## src/rtl/alu_result_fifo.sv

```systemverilog
// Result FIFO for a 4-bit ALU: buffers {detect, zero, sum} entries behind a registered
// read port and keeps saturating statistics on accepted and dropped results.
module alu_result_fifo #(
    parameter int DEPTH = 4,
    parameter int CNT_W = 8
) (
    input  logic                       CLK,
    input  logic                       RST,
    input  logic                       IN_VALID,
    input  logic [3:0]                 IN_C,
    input  logic                       IN_ZERO,
    input  logic                       IN_DETECT,
    input  logic                       RD_EN,
    input  logic                       CLR_CNT,
    output logic [5:0]                 RD_DATA,
    output logic                       RD_VALID,
    output logic                       EMPTY,
    output logic                       FULL,
    output logic [$clog2(DEPTH):0]     LEVEL,
    output logic [CNT_W-1:0]           ZERO_CNT,
    output logic [CNT_W-1:0]           DET_CNT,
    output logic [CNT_W-1:0]           DROP_CNT
);

    localparam int PTR_W = $clog2(DEPTH);
    localparam int LVL_W = PTR_W + 1;
    localparam logic [LVL_W-1:0] FULL_LEVEL = LVL_W'(DEPTH);

    logic [5:0]       mem [DEPTH];
    logic [PTR_W-1:0] wr_ptr;
    logic [PTR_W-1:0] rd_ptr;
    logic [LVL_W-1:0] level;
    logic             rd_acc;
    logic             wr_acc;
    logic             drop;

    assign EMPTY = (level == '0);
    assign FULL  = (level == FULL_LEVEL);
    assign LEVEL = level;

    // A read frees the head slot this edge, so a full FIFO can still take a write.
    assign rd_acc = RD_EN && !EMPTY;
    assign wr_acc = IN_VALID && (!FULL || rd_acc);
    assign drop   = IN_VALID && !wr_acc;

    function automatic logic [CNT_W-1:0] sat_inc(input logic [CNT_W-1:0] cnt);
        return (cnt == '1) ? cnt : cnt + CNT_W'(1);
    endfunction

    // NOTE: storage has no reset; LEVEL/pointers going to zero make stale entries unreachable.
    always_ff @(posedge CLK) begin
        if (wr_acc) begin
            mem[wr_ptr] <= {IN_DETECT, IN_ZERO, IN_C};
        end
    end

    // NOTE: all sequential state uses non-blocking assignment so every register samples pre-edge values.
    always_ff @(posedge CLK or negedge RST) begin
        if (!RST) begin
            wr_ptr   <= '0;
            rd_ptr   <= '0;
            level    <= '0;
            RD_DATA  <= '0;
            RD_VALID <= 1'b0;
        end else begin
            RD_VALID <= rd_acc;
            if (wr_acc) begin
                wr_ptr <= wr_ptr + PTR_W'(1);
            end
            if (rd_acc) begin
                RD_DATA <= mem[rd_ptr];
                rd_ptr  <= rd_ptr + PTR_W'(1);
            end
            if (wr_acc && !rd_acc) begin
                level <= level + LVL_W'(1);
            end else if (rd_acc && !wr_acc) begin
                level <= level - LVL_W'(1);
            end
        end
    end

    always_ff @(posedge CLK or negedge RST) begin
        if (!RST) begin
            ZERO_CNT <= '0;
            DET_CNT  <= '0;
            DROP_CNT <= '0;
        end else if (CLR_CNT) begin
            ZERO_CNT <= '0;
            DET_CNT  <= '0;
            DROP_CNT <= '0;
        end else begin
            if (wr_acc && IN_ZERO) begin
                ZERO_CNT <= sat_inc(ZERO_CNT);
            end
            if (wr_acc && IN_DETECT) begin
                DET_CNT <= sat_inc(DET_CNT);
            end
            if (drop) begin
                DROP_CNT <= sat_inc(DROP_CNT);
            end
        end
    end

endmodule

```

## config.mk

```make
export PLATFORM = sky130hd
export DESIGN_NAME = alu_result_fifo
export DESIGN_NICKNAME = d
export VERILOG_FILES = /design/src/rtl/alu_result_fifo.sv
export SDC_FILE = /design/constraint.sdc
export NUM_CORES = 1
export LEC_CHECK = 0
export CORE_ASPECT_RATIO = 1.4
export CORE_MARGIN = 10
export CORE_UTILIZATION = 42
export CTS_CLUSTER_SIZE = 10
export DETAILED_ROUTE_END_ITERATION = 12
export PLACE_DENSITY = 0.77
export SLEW_MARGIN = 20
export SYNTH_ARGS = -nofsm -noshare
export SYNTH_HDL_FRONTEND = slang
export SYNTH_SLANG_ARGS = --single-unit
export TNS_END_PERCENT = 50
```

## constraint.sdc

```tcl
create_clock -name CLK -period 4.6 [get_ports CLK]
set_input_delay 0.46 -clock CLK [delete_from_list [all_inputs] [get_ports CLK]]
set_output_delay 0.46 -clock CLK [all_outputs]
set_load 0.02 [all_outputs]
```

==> impl_metrics.ini <==
[timing]
hold_viol_final = 0
worst_pin_slew_ps = 949
finClkSkew_ps = 3.82
fmax_ghz = 0.384
finalMaxSlewViolations = 0
relSlewSlack_pct = 36.5
rsz0062_at_grt = no
final.min_clock_period_ps = 2610
setup-tns-final_ps = 0
finalCritPeriodShare_pct = 56.6
worst_slack_ps = 1990
setup_viol = 0

[floorplan]
core_area_sq_um = 6610
start_util_pct = 43.2
die_w_microns = 89.7
dieArea_sq_um = 10600
rows = 35
io_pins = 47
chipHeight_microns = 118

[job]
maxCapViolations = 0

[routing]
drc = 0
vias = 1978
drt_wl_total_microns = 5940
viasPerCell = 5.38
final_antenna_net_count = 0
dr.pass1.iters = 4
drt-initial-drc-count = 109
routedWlPerCell_microns = 16.1

[placement]
io_buffers = 46
gp_congestion = 0.795
pre_cts_ws_ps = 1630
hpwlAfterDp_microns = 4310

[layout]
nNetsFinal = 291
syn2layout_area_growth_pct = 24.9
fillers = 554
multi_input_comb_area_sq_um = 1110
ff_latch_area_sq_um = 1670
num_antenna_cells = 0
layout-drive-gt1-share_pct = 10.9

[clock_network]
clock_latency_ps = 330
path_clk_slew_ps = 60
cts-root-buf = clkbuf_8
post_cts_buffers = 0
cts_tree = yes
clock_sinks = 62
htreeDepth = 3
ctsHoldBuffers = 0
cts_buffer_depth = 2
cts_resized = 0
cts_buffers = 9

[worst_setup_path]
path_buf_inv = 2
critPathMaxFanout = 8
cpMaxStageDelayCell = or4b_1
end_kind = register
required_ps = 4820
crit_family = simple AND/OR/NAND/NOR gates
max_stage_delay_ps = 650
crit_type = primary input to register
cp-start-kind = primary input
worstPathArrival_ps = 2820
cp_cell_sequence = clkdlybuf4s50_1, or4b_1, and2_1, ha_1, inv_1, fa_1, mux2_2

[synthesis]
ys_ff_latch = 62
synthArstFlopShare_pct = 61.3
yosysWarningCount = 0
avgSynthCellArea_sq_um = 12.9
postSynthNetCount = 241
synth_edf_count = 24
synthDistinctLibCells = 42
synth_ff_type = dfrtp_1
synthCells = 221
ys_seq_area_share_pct = 58.5
syn_area_sq_um = 2860

[global_route]
use_met1_pct = 12.3
use_met2_pct = 20.3
track_usage_pct = 11.8
busiest_layer = met2
grt_pass1_vias = 2115
grtUsageMet3_pct = 4.72
grt_first_pass_wirelength_microns = 10200
antenna_found_initial = 0
grt-ovfl-total = 0
grt_max_degree = 39

[pwr]
vdd_drop_max_v = 0.000184
power.leakage_nw = 1.34
power_density_nw_per_um2 = 475

[min_path]
min_path_type = primary input to async pin

[status]
status = complete, no violations
worst reg2reg max path: stages (launching register included):
cell and delay (ps):
dfrtp_1 460, or4b_1 710, and2_1 280, ha_1 220, inv_1 80, fa_1 400, mux2_2 270
flip-flops by register name (all words and copies together), names as in the netlist, 2 cells and up:
signal / count
DET_CNT: 8
DROP_CNT: 8
LEVEL: 3
RD_DATA: 6
ZERO_CNT: 8
mem: 24
rd_ptr: 2
wr_ptr: 2
kinds of logic after synthesis:
| group | synth area share (%) |
|---|---|
| AND/OR/NAND/NOR | 15.0 |
| flip-flops | 58.5 |
| AO/OA/AOI/OAI | 8.97 |
| buffers and inverters | 2.76 |
| multiplexers | 7.83 |
| XOR/XNOR | 2.76 |
| adder cells (fa/ha/maj) | 4.20 |
synth_stat cells (2+ instances only):
| cell | number | area [sq um] |
|---|---|---|
| or3b_1 | 2 | 17.5 |
| mux4_2 | 6 | 135 |
| or4b_1 | 2 | 20.0 |
| nand2_1 | 9 | 33.8 |
| ha_1 | 8 | 100 |
| or3_1 | 6 | 37.5 |
| nor2_1 | 8 | 30.0 |
| and3_1 | 7 | 43.8 |
| xnor2_1 | 4 | 35.0 |
| nand2b_1 | 2 | 12.5 |
| buf_6 | 3 | 33.8 |
| xor2_1 | 5 | 43.8 |
| clkbuf_1 | 3 | 11.3 |
| nand3_1 | 8 | 40.0 |
| nand4_1 | 6 | 37.5 |
| dfrtp_1 | 38 | 951 |
| mux2_2 | 7 | 78.8 |
| or4_1 | 10 | 75.1 |
| a21oi_1 | 18 | 90.1 |
| inv_1 | 7 | 26.3 |
| o31ai_1 | 9 | 67.6 |
| edfxtp_1 | 24 | 721 |
| nor3_1 | 2 | 10.0 |
| o21ai_0 | 9 | 45.0 |
cells in the final DEF (no fill, tap or decap), types with 2 or more instances in the layout:
master           netlist  final
or3_1                  6      6
o21ai_0                9      9
o31ai_1                9      9
or4b_1                 2      2
a21oi_1               18     18
clkdlybuf4s50_1        0     45
xnor2_1                4      4
nand2_1                9      9
or3b_1                 2      2
nand4_1                6      6
nand3_1                8      8
mux2_2                 7      7
xor2_1                 5      5
inv_1                  7      7
ha_1                   8      8
mux4_2                 6      6
nand2b_1               2      2
dfrtp_1               38     38
clkbuf_1               3      4
or4_1                 10     10
and3_1                 7      7
clkbuf_8               0     11
nor2_1                 8      8
nor3_1                 2      2
edfxtp_1              24     24
stage by stage:
stage                     instance area (sq um)  hold WS, ps  utilization [%]  power [mW]  std cells
final                                      3570          229             54.0        1.70        368
after global routing                       3570          288             54.0        1.80        368
after CTS                                  3570          258             54.0        1.72        368
after detailed placement                   3380          497             51.1        1.27        352
after global placement                     3380          490             51.1        1.25        352
after floorplan                            2860          164                -        1.08        221
metal layers:
layer	up-vias	part of all wire (%)
met1	981	39
met2	41	53
met5	-	0
met3	8	6.3
li1	948	-
met4	0	1.5
worst paths after layout:
kind	slack (ps)	endpoint	depth (start not counted)	from
worst min-delay path	230	RD_DATA[2]$_DFFE_PN0P_	1	RST
min in group CLK	510	RD_DATA[4]$_DFFE_PN0P_	1	RD_DATA[4]$_DFFE_PN0P_
worst max-delay path	1990	LEVEL[1]$_DFFE_PN0P_	7	RD_EN
max in group asynchronous	3840	LEVEL[0]$_DFFE_PN0P_	1	RST
worst max register to register	2070	LEVEL[1]$_DFFE_PN0P_	6	LEVEL[0]$_DFFE_PN0P_
worst min register to register	510	RD_DATA[4]$_DFFE_PN0P_	1	RD_DATA[4]$_DFFE_PN0P_
layout make-up:
class                      count  share of cell area (%)
multi-input combinational    144                    31.0
inverter                       8                   0.841
tap                           92                    3.22
timing repair buffer          46                    12.7
sequential                    62                    46.8
clock buffer                  16                    5.36
where the power goes:
group	internal [mW]	switching (mW)	total [mW]
sequential	0.688	0.0903	0.778
clock	0.259	0.193	0.452
combinational	0.249	0.216	0.465
No activity file was read; power rests on OpenSTA's default activity.
